**src/rtl/smem_req_ctrl_if.sv**
```systemverilog
// ----------------------------------------------------------------------------
// smem_req_ctrl_if: request/response handshake bundle for smem_req_ctrl. rev 1.0
// ----------------------------------------------------------------------------
`default_nettype none

interface smem_req_ctrl_if #(
  parameter int DWIDTH = 32,
  parameter int AWIDTH = 11
);
  logic              req_valid;
  logic              req_ready;
  logic              req_wr;
  logic [AWIDTH-1:0] req_addr;
  logic [DWIDTH-1:0] req_wdata;
  logic              rsp_valid;
  logic              rsp_ready;
  logic [DWIDTH-1:0] rsp_rdata;

  modport master (
    output req_valid, req_wr, req_addr, req_wdata, rsp_ready,
    input  req_ready, rsp_valid, rsp_rdata
  );

  modport slave (
    input  req_valid, req_wr, req_addr, req_wdata, rsp_ready,
    output req_ready, rsp_valid, rsp_rdata
  );
endinterface

`default_nettype wire

```
**src/rtl/smem_req_ctrl.sv**
```systemverilog
// ----------------------------------------------------------------------------
// smem_req_ctrl: BRAM request front-end with clear engine and 2-deep read FIFO. rev 1.0
// ----------------------------------------------------------------------------
`default_nettype none

module smem_req_ctrl #(
  parameter int                DWIDTH   = 32,
  parameter int                AWIDTH   = 11,
  parameter int                SIZE     = 2048,
  parameter logic [DWIDTH-1:0] INIT_VAL = '0
) (
  input  wire               clk,
  input  wire               rst_n,
  input  wire               clr,
  smem_req_ctrl_if.slave    bus,
  output logic              init_done,
  output logic [AWIDTH-1:0] mem_addr,
  output logic [DWIDTH-1:0] mem_din,
  output logic              mem_wr,
  input  wire  [DWIDTH-1:0] mem_dout
);

  typedef enum logic [0:0] {
    ST_INIT = 1'b0,
    ST_RUN  = 1'b1
  } state_t;

  localparam int            CW   = AWIDTH + 1;
  localparam logic [CW-1:0] LAST = CW'(SIZE - 1);

  state_t            state;
  state_t            state_nxt;
  logic [CW-1:0]     cnt;
  logic [CW-1:0]     cnt_nxt;
  logic              inflight;
  logic [1:0]        count;
  logic [DWIDTH-1:0] fifo0;
  logic [DWIDTH-1:0] fifo1;
  logic [AWIDTH-1:0] last_addr;
  logic [DWIDTH-1:0] last_din;

  logic              push;
  logic              pop;
  logic [2:0]        credit;
  logic              ready;
  logic              accept;
  logic              rd_accept;

  assign push = inflight;
  assign pop  = (count != 2'd0) && bus.rsp_ready;

  // A pop in the same cycle frees a slot, which keeps back-to-back reads at full rate.
  assign credit    = {1'b0, count} + {2'b00, inflight} - {2'b00, pop};
  assign ready     = (state == ST_RUN) && !clr && (credit < 3'd2);
  assign accept    = bus.req_valid && ready;
  assign rd_accept = accept && !bus.req_wr;

  assign bus.req_ready = ready;
  assign bus.rsp_valid = (count != 2'd0);
  assign bus.rsp_rdata = fifo0;

  always_ff @(posedge clk or negedge rst_n) begin
    if (!rst_n) begin
      state <= ST_INIT;
    end else begin
      state <= state_nxt;
    end
  end

  always_comb begin
    state_nxt = state;
    cnt_nxt   = cnt;
    mem_wr    = 1'b0;
    mem_addr  = last_addr;
    mem_din   = last_din;
    init_done = 1'b0;
    case (state)
      ST_INIT: begin
        // Held-low reset must not leak a write strobe onto the RAM.
        if (rst_n) begin
          mem_wr   = 1'b1;
          mem_addr = cnt[AWIDTH-1:0];
          mem_din  = INIT_VAL;
        end
        if (clr) begin
          cnt_nxt = '0;
        end else if (cnt == LAST) begin
          cnt_nxt   = '0;
          state_nxt = ST_RUN;
        end else begin
          cnt_nxt = cnt + CW'(1);
        end
      end
      ST_RUN: begin
        init_done = 1'b1;
        if (accept) begin
          mem_wr   = bus.req_wr;
          mem_addr = bus.req_addr;
          mem_din  = bus.req_wdata;
        end
        if (clr) begin
          state_nxt = ST_INIT;
          cnt_nxt   = '0;
        end
      end
      default: begin
        state_nxt = ST_INIT;
        cnt_nxt   = '0;
      end
    endcase
  end

  always_ff @(posedge clk or negedge rst_n) begin
    if (!rst_n) begin
      cnt       <= '0;
      inflight  <= 1'b0;
      count     <= 2'd0;
      fifo0     <= '0;
      fifo1     <= '0;
      last_addr <= '0;
      last_din  <= '0;
    end else begin
      cnt       <= cnt_nxt;
      inflight  <= rd_accept;
      last_addr <= mem_addr;
      last_din  <= mem_din;
      // fifo0 is the registered head; fifo1 only ever holds the second entry.
      case ({push, pop})
        2'b10: begin
          if (count == 2'd0) begin
            fifo0 <= mem_dout;
          end else begin
            fifo1 <= mem_dout;
          end
          count <= count + 2'd1;
        end
        2'b01: begin
          fifo0 <= fifo1;
          count <= count - 2'd1;
        end
        2'b11: begin
          if (count == 2'd1) begin
            fifo0 <= mem_dout;
          end else begin
            fifo0 <= fifo1;
            fifo1 <= mem_dout;
          end
        end
        default: begin
        end
      endcase
    end
  end

endmodule

`default_nettype wire

```
**src/flat_wrapper.sv**
```systemverilog
// flat-port wrapper written by rule: the top's interface ports become plain ports
module smem_req_ctrl_flat 
#(
  parameter int                DWIDTH   = 32,
  parameter int                AWIDTH   = 11,
  parameter int                SIZE     = 2048,
  parameter logic [DWIDTH-1:0] INIT_VAL = '0
)
  (clk, rst_n, clr, init_done, mem_addr, mem_din, mem_wr, mem_dout, bus_req_valid, bus_req_wr, bus_req_addr, bus_req_wdata, bus_rsp_ready, bus_req_ready, bus_rsp_valid, bus_rsp_rdata);
  smem_req_ctrl_if #(.DWIDTH(DWIDTH), .AWIDTH(AWIDTH)) bus_i ();
  input  wire clk;
  input  wire rst_n;
  input  wire clr;
  output logic init_done;
  output logic [AWIDTH-1:0] mem_addr;
  output logic [DWIDTH-1:0] mem_din;
  output logic mem_wr;
  input  wire  [DWIDTH-1:0] mem_dout;
  input wire logic [$bits(bus_i.req_valid)-1:0] bus_req_valid;
  input wire logic [$bits(bus_i.req_wr)-1:0] bus_req_wr;
  input wire logic [$bits(bus_i.req_addr)-1:0] bus_req_addr;
  input wire logic [$bits(bus_i.req_wdata)-1:0] bus_req_wdata;
  input wire logic [$bits(bus_i.rsp_ready)-1:0] bus_rsp_ready;
  output wire logic [$bits(bus_i.req_ready)-1:0] bus_req_ready;
  output wire logic [$bits(bus_i.rsp_valid)-1:0] bus_rsp_valid;
  output wire logic [$bits(bus_i.rsp_rdata)-1:0] bus_rsp_rdata;
  assign bus_i.req_valid = bus_req_valid;
  assign bus_i.req_wr = bus_req_wr;
  assign bus_i.req_addr = bus_req_addr;
  assign bus_i.req_wdata = bus_req_wdata;
  assign bus_i.rsp_ready = bus_rsp_ready;
  assign bus_req_ready = bus_i.req_ready;
  assign bus_rsp_valid = bus_i.rsp_valid;
  assign bus_rsp_rdata = bus_i.rsp_rdata;
  smem_req_ctrl #(.DWIDTH(DWIDTH), .AWIDTH(AWIDTH), .SIZE(SIZE), .INIT_VAL(INIT_VAL)) u_core (.clk(clk), .rst_n(rst_n), .clr(clr), .bus(bus_i), .init_done(init_done), .mem_addr(mem_addr), .mem_din(mem_din), .mem_wr(mem_wr), .mem_dout(mem_dout));
endmodule
```
**config.mk**
```make
export PLATFORM = sky130hd
export DESIGN_NAME = smem_req_ctrl_flat
export DESIGN_NICKNAME = d
export VERILOG_FILES = /design/src/rtl/smem_req_ctrl_if.sv /design/src/rtl/smem_req_ctrl.sv /design/src/flat_wrapper.sv
export SDC_FILE = /design/constraint.sdc
export NUM_CORES = 1
export LEC_CHECK = 0
export BUFFER_PORTS_ARGS = -buffer_cell sky130_fd_sc_hd__buf_2
export CAP_MARGIN = 20
export CORE_UTILIZATION = 55
export CTS_CLUSTER_DIAMETER = 150
export CTS_CLUSTER_SIZE = 10
export DETAILED_ROUTE_END_ITERATION = 8
export PLACE_DENSITY_LB_ADDON = 0.3
export SYNTH_ARGS = -nofsm -noshare
export SYNTH_HDL_FRONTEND = slang
export SYNTH_SLANG_ARGS = --single-unit
export TNS_END_PERCENT = 5
```
**constraint.sdc**
```tcl
create_clock -name clk -period 8.4 [get_ports clk]
set_input_delay 0.84 -clock clk [delete_from_list [all_inputs] [get_ports clk]]
set_output_delay 0.84 -clock clk [all_outputs]
set_load 0.005 [all_outputs]
```
# Yosys cells after proc, flatten, opt, wreduce, memory -nomap -nowiden
# Cells that the tools add are included.
dict set report totals {
  ff_bits 123
  latch_bits 0
  mem_bits_rw 0
  rom_bits 0
  inputBits 81
  word_cells 63
  memories 0
}
dict set report classes {
  add_sub_neg 5
  multipliers 0
  div_mod_pow 0
  magnitude_cmp 1
  eq_ne 9
  shifts 0
  mux 25
  n_bitwise 1
  n_reduce_logical 14
}
# op n
set op_table {}
lappend op_table {{$mux 32} 6}
lappend op_table {{$pmux 32 s2} 2}
lappend op_table {{$pmux 32 s3} 1}
lappend op_table {{$mux 12} 3}
lappend op_table {{$pmux 12 s2} 1}
lappend op_table {{$mux 11} 2}
lappend op_table {{$pmux 11 s2} 1}
lappend op_table {{$add 12x1->12 const B} 1}
lappend op_table {{$eq 12x11->1 const B} 1}
lappend op_table {{$mux 1} 6}
lappend op_table {{$ne 2x2->1 const B} 3}
lappend op_table {{$reduce_bool 2->1} 3}
lappend op_table {{$logic_and 1x1->1} 5}
lappend op_table {{$eq 2x1->1 const B} 2}
lappend op_table {{$eq 2x2->1 const B} 2}
lappend op_table {{$pmux 1 s2} 2}
lappend op_table {{$pmux 2 s2} 1}
lappend op_table {{$add 2x1->3} 1}
lappend op_table {{$lt 3x2->1 const B} 1}
lappend op_table {{$reduce_and 3->1} 1}
lappend op_table {{$reduce_bool 3->1} 1}
lappend op_table {{$sub 3x1->3} 1}
lappend op_table {{$add 2x1->2 const B} 1}
lappend op_table {{$logic_not 1->1} 2}
lappend op_table {{other kinds (5)} 5}

# Longest topological paths before layout
dict set report logic_depth {
  word_depth 8
  depth_mapped 12
  depth_no_buf 10
}

# Worst setup path after synthesis
# Ideal clock, no wire load.
dict set report synth_path {
  path_kind {in2out}
  startpoint {input bus_rsp_ready}
  endpoint {output mem_din[10]}
  arrival_time_ns 2.927
  slack_ns 4.633
  cell_stages 9
  path_buffers 2
  path_cell_list {nor2b_1 -> ha_1 -> nand2b_1 -> fa_1 -> xnor2_1 -> and4_1 -> buf_2 -> clkbuf_1 -> a22o_1}
}
dict set report synth_between {
  elab_chain_len 7
}
# item line_no
set synth_lines {}
lappend synth_lines {{start, declared} flat_wrapper.sv:23} ;# input wire logic [$bits(bus_i.rsp_ready)-1:0] bus_rsp_ready;
lappend synth_lines {{$logic_and 1x1->1} smem_req_ctrl.sv:50} ;# assign pop = (count != 2'd0) && bus.rsp_ready;
lappend synth_lines {{$sub 3x1->3} smem_req_ctrl.sv:53} ;# assign credit = {1'b0, count} + {2'b00, inflight} - {2'b00, pop};
lappend synth_lines {{$lt 3x2->1} smem_req_ctrl.sv:54} ;# assign ready = (state == ST_RUN) && !clr && (credit < 3'd2);
lappend synth_lines {{$logic_and 1x1->1} smem_req_ctrl.sv:54}
lappend synth_lines {{$logic_and 1x1->1} smem_req_ctrl.sv:55} ;# assign accept = bus.req_valid && ready;
lappend synth_lines {{$mux 32} smem_req_ctrl.sv:96} ;# if (accept) begin
lappend synth_lines {{$pmux 32 s2} smem_req_ctrl.sv:77} ;# case (state)
lappend synth_lines {{end, declared} flat_wrapper.sv:16} ;# output logic [DWIDTH-1:0] mem_din;
# Every way passes these cells.

# Worst setup path in the final report
dict set report layout_path {
  startpoint {register u_core.count[1]}
  endpoint {output mem_addr[4]}
}
dict set report layout_between {
  elab_chain_len 8
  elab_cells_between_ends 9
  classes_between {2 x add/sub; 1 x order compare; 2 x mux; 4 x reduce/logical}
}
# item line_no
set layout_lines {}
lappend layout_lines {{start, declared} smem_req_ctrl.sv:36} ;# logic [1:0] count;
lappend layout_lines {{start signal, assigned} smem_req_ctrl.sv:135} ;# count <= count + 2'd1;
lappend layout_lines {{start signal, assigned} smem_req_ctrl.sv:139} ;# count <= count - 2'd1;
lappend layout_lines {{branches (longest 2 deep; another with $add 2x1->3)} -}
lappend layout_lines {{$sub 3x1->3 (*)} smem_req_ctrl.sv:53}
lappend layout_lines {{$lt 3x2->1 (*)} smem_req_ctrl.sv:54}
lappend layout_lines {{$logic_and 1x1->1 (*)} smem_req_ctrl.sv:54}
lappend layout_lines {{$logic_and 1x1->1 (*)} smem_req_ctrl.sv:55}
lappend layout_lines {{$mux 11 (*)} smem_req_ctrl.sv:96}
lappend layout_lines {{$pmux 11 s2 (*)} smem_req_ctrl.sv:77}
lappend layout_lines {{end, declared} flat_wrapper.sv:15} ;# output logic [AWIDTH-1:0] mem_addr;
# Mark *: on every way between the ends.

==> results by stage <==
Setup path:
- The depth of the worst register-to-register path is 11.
- The capture instance of the worst register-to-register path is u_core.last_addr[4]$_DFF_PN0_.
- The worst setup path is launched from a flop.
- Along the worst path, the maximum fanout reaches 44.
- The cell with the largest stage delay on the worst path is sky130_fd_sc_hd__dfrtp_1.
- The class of the most critical setup path is flop to primary output.
- The signal on the critical path passes through inv_1 > ha_1 > nor2b_1 > ha_1 > nand2b_1 > fa_1 > xnor2_1 > and4_1 > buf_4 > nand2_1 > a31oi_1 > buf_2.
- The critical path runs through a total of 12 cells.
- The critical path contains buffers and inverters numbering 3 combined.
- The worst register-to-register path begins at u_core.count[1]$_DFFE_PN0N_.
- STA classifies the critical path endpoint as a primary output.
- In this design, the largest share of critical-path delay is due to adder cells.
- Data on the critical path is required at its endpoint by ~7.6 ns.
- In this design, the critical path's most frequently occurring cell is sky130_fd_sc_hd__ha_1.
- Setup slack on the worst reg-to-reg path comes out at 4.94 ns.
- The highest cell delay on the worst timing path is 0.44 ns.
- The data arrival time of the worst path is 4.02 ns.

Routing:
- After detailed routing, no signal wire sits above met4.
- The first-pass iteration count of the detailed router is 4.
- The detailed-route wire length per cell is roughly 16 um.
- Dividing the detail-routed via count by the number of cells gives around 5.7.
- The number of design rule violations left after detail routing is 0.
- The count of nets left with antenna violations once routing finished came out at 0.
- The detailed router finished its first iteration with 195 violations.
- Detailed routing placed a total of 757 um of wire on met3.
- After detailed routing, the wire length on met1 is 5052 um.
- The final routed wirelength across all metal layers is 12200 um.
- The total via count after detailed routing is between 4000 and 5000.
- In the detailed route, the total length drawn on met2 is 6114 um.

CTS:
- Clock tree synthesis inserted a total of 17 buffers.
- The later pin in the worst-skew pair is clocked with a latency of 0.51 ns.
- The number of clock sinks is 123.
- TritonCTS built the clock tree.
- The number of buffers inserted to repair setup after CTS is 0.
- The tree is rooted in a sky130_fd_sc_hd__clkbuf_8.
- The hold buffer count at CTS is 0.
- The H-tree was split into 4 levels.
- After clock tree synthesis, the clock-pin slew on the worst setup and hold paths is 0.06 ns.
- The post-cts repair resize count is 0.
- The clock passes through at most 2 buffers.

Logic synthesis:
- The number of synthesized flops with an enable pin is 0.
- By area the synthesized netlist is led by sky130_fd_sc_hd__dfrtp_1 (58%), sky130_fd_sc_hd__mux2_2 (6.8%), sky130_fd_sc_hd__a22o_1 (5.5%).
- The netlist area before placement is 5264 um2.
- The netlist uses 43 different library cells.
- The share of synthesized area in the top cell type comes to roughly 60%.
- The fraction of the mapped netlist area in compound gates is 18.33%.
- The Yosys step of the flow raised 0 warnings.
- The post-synthesis share of cell area spent on xor and xnor gates is 1.498%.
- By area, the combinational part of the netlist is dominated by compound AO/OA/AOI/OAI gates.
- Of the total synthesized cell area, the portion taken by full adders, half adders and majority gates is 1.807%.
- The top cell type by total area after synthesis is sky130_fd_sc_hd__dfrtp_1.
- The total nets after synthesis is 545.
- Counting flops and latches in the post-synthesis netlist gives 123.
- The sequential area share after synthesis is 58.47%.
- The synthesized netlist devotes 9.841% of its cell area to simple gates.
- The portion of synthesized area spent on multiplexers is about 6.8%.
- The gate count after technology mapping is 457.
- The fraction of registers with async set/reset is 100.0%.
- The average instance area after synthesis is ~12 um2.
- The most used flip-flop cell after synthesis is sky130_fd_sc_hd__dfrtp_1.

Floorplan:
- The die extent in y is 99.83 um.
- The die span in x is 99.83 um.
- The core region is approximately 9200 um2.
- The initial utilization of the core area, before any placement, comes to ~57%.
- The floorplan step defined a die boundary enclosing 9966 um2.
- The number of rows created at floorplan is 35.
- 160 I/O pins were placed.

Finish:
- Of the cells placed in the final design, the portion with a size suffix greater than 1 is between 30 and 40%.
- The post-layout utilization of the core is 72.97%.
- The layout-stage area growth over the synthesis result is 28.10%.
- The total inserted antenna cells is 0.
- At the end of the flow, the number of nets in the layout was 700.
- The layout has roughly 690 filler cells.
- The post-route cell area is 6743 um2.

Place:
- Summing all placed instances gives a cell area of 6156 um2.
- The placer's final routability congestion estimate is approximately 0.83.
- The count of input and output buffers is 159.
- Once detailed placement completed, the half-perimeter wirelength came to 7919 um.

STA:
- The hold violation total from the final report was 0.
- Setup repair after global routing left no endpoint under its margin.
- After routing, the total negative slack on setup checks comes to 0 ns.
- Measured against its own limit, the worst slew margin works out to between 20 and 30%.
- For this run, the top clock speed supported by timing is 0.2058 GHz.
- For the pin with the worst max-slew slack, the measured transition is approximately 1.1 ns.
- The number of endpoints failing setup at the final stage is 0.
- The post-route minimum period is around 5 ns.
- The post-route clock skew is between 0.008 and 0.009 ns.
- The number of pins exceeding their max-slew limit in the final report is 0.
- The worst path uses 57.84% of the clock period.

GRT:
- The first global-routing pass estimated 19610 um of wire.
- The maximum number of pins on one net before global-route repair is 97.
- After global routing the overflow that remains totals 0.
- The initial antenna violation count came to 0.
- The total track usage is 25.54%.
- The number of global-route vias before repair is 4155.

Job:
- The number of max-cap violations is 0.

Power:
- Dividing total power by cell area gives a power density of 261.6 nW/um2.
- The cell leakage power is 3.448 nW.
- The maximum resistive drop on vdd is 0.1859 mV.

Min path:
- The kind of path behind the tightest hold check is primary input to asynchronous set/reset pin.

Status:
- The run finished with clean final reports.
[logic make-up (layout without fill, tap and decap cells)]
logic type,count (synthesis),count (layout)
buf+inv,41,208
flops,123,123
simple gates,110,110
fa+ha+maj,7,7
xor+xnor,9,9
mux,32,32
compound gates,135,135
[how the worst max path moves through the flow]
stage	start	end	slack (ns)
3_3_place_gp	bus_rsp_ready	mem_din[3]	3.75
5_1_grt	u_core.count[1]$_DFFE_PN0N_	mem_addr[4]	3.19
6_report	u_core.count[1]$_DFFE_PN0N_	mem_addr[4]	3.54
4_1_cts	u_core.count[1]$_DFFE_PN0N_	mem_din[22]	3.22
3_5_place_dp	bus_rsp_ready	mem_din[2]	3.64
2_1_floorplan	bus_rsp_ready	mem_din[10]	4.63
[metal layers]
metal / up-vias / GRT usage [%]
met1: 2109 / 32.26
met4: 0 / 9.729
li1: 1973 / -
met2: 156 / 40.95
met5: - / 0
met3: 28 / 8.635
[sequential cells by signal, summed over array words and instances, names as in the netlist]
| name | cells |
|---|---|
| u_core.last_addr | 11 |
| u_core.bus.rsp_rdata | 32 |
| u_core.cnt | 12 |
| u_core.inflight | 1 |
| u_core.fifo1 | 32 |
| u_core.state | 1 |
| u_core.count | 2 |
| u_core.last_din | 32 |
[power breakdown]
part           internal, mW  switching [mW]  leakage, nW
logic                 0.153           0.201         1.52
registers             0.685          0.0551         1.67
clock network         0.400           0.271        0.264
total                  1.24           0.527         3.45
[worst reg2reg max path, stage by stage, from the launching register on]
cell,delay [ns]
sky130_fd_sc_hd__dfrtp_1,0.44
sky130_fd_sc_hd__inv_1,0.09
sky130_fd_sc_hd__ha_1,0.26
sky130_fd_sc_hd__nor2b_1,0.34
sky130_fd_sc_hd__ha_1,0.35
sky130_fd_sc_hd__nand2b_1,0.17
sky130_fd_sc_hd__fa_1,0.38
sky130_fd_sc_hd__xnor2_1,0.22
sky130_fd_sc_hd__and4_1,0.26
sky130_fd_sc_hd__buf_4,0.41
sky130_fd_sc_hd__nand2_1,0.13
sky130_fd_sc_hd__a31oi_1,0.29
[final cells by class]
type | instances | area, um2 | area share (%)
clock inverters | 13 | 116.4 | 1.726
repair buffers | 167 | 889.6 | 13.19
inverters | 10 | 37.54 | 0.5567
well taps | 129 | 161.4 | 2.394
multi-input cells | 293 | 2032 | 30.14
clock buffers | 18 | 427.9 | 6.346
flip-flops and latches | 123 | 3078 | 45.65
[cell usage after synthesis (all sizes together) (2+ instances only)]
master    n
a211oi   11
a21o      2
a21oi     3
a22o     33
a22oi    32
a31oi    11
buf      10
clkbuf   21
dfrtp   123
ha        6
inv      10
mux2     32
nand2    61
nand3     4
nand4     3
nor2     13
nor2b    15
nor3      5
nor4      3
o21ai    34
xnor2     8
[stage by stage]
stage	hold slack [ns]	instances	total power, mW	worst slack, ns
6_report	0.3834	753	1.764	3.542
3_3_place_gp	0.4563	720	1.078	3.752
4_1_cts	0.4225	751	1.771	3.217
2_1_floorplan	0.4733	457	0.9289	4.633
3_5_place_dp	0.4662	720	1.101	3.638
5_1_grt	0.4384	753	1.852	3.187
[layout by cell type, fill, tap and decap left out, types with 4 or more instances in the layout]
| cell | netlist | final |
|---|---|---|
| sky130_fd_sc_hd__inv_1 | 10 | 10 |
| sky130_fd_sc_hd__xnor2_1 | 8 | 8 |
| sky130_fd_sc_hd__mux2_2 | 32 | 32 |
| sky130_fd_sc_hd__nand2_1 | 61 | 61 |
| sky130_fd_sc_hd__nand3_1 | 4 | 4 |
| sky130_fd_sc_hd__a22o_1 | 33 | 33 |
| sky130_fd_sc_hd__ha_1 | 6 | 6 |
| sky130_fd_sc_hd__nor3_1 | 5 | 5 |
| sky130_fd_sc_hd__nor2_1 | 12 | 12 |
| sky130_fd_sc_hd__inv_6 | 0 | 4 |
| sky130_fd_sc_hd__buf_2 | 9 | 158 |
| sky130_fd_sc_hd__a211oi_1 | 11 | 11 |
| sky130_fd_sc_hd__dfrtp_1 | 123 | 123 |
| sky130_fd_sc_hd__nor2b_1 | 14 | 14 |
| sky130_fd_sc_hd__o21ai_0 | 33 | 33 |
| sky130_fd_sc_hd__buf_4 | 1 | 6 |
| sky130_fd_sc_hd__a22oi_1 | 32 | 32 |
| sky130_fd_sc_hd__a31oi_1 | 11 | 11 |
| sky130_fd_sc_hd__clkbuf_16 | 0 | 16 |
| sky130_fd_sc_hd__clkinv_2 | 0 | 4 |
Note: power is estimated with default switching activity, not from simulation.
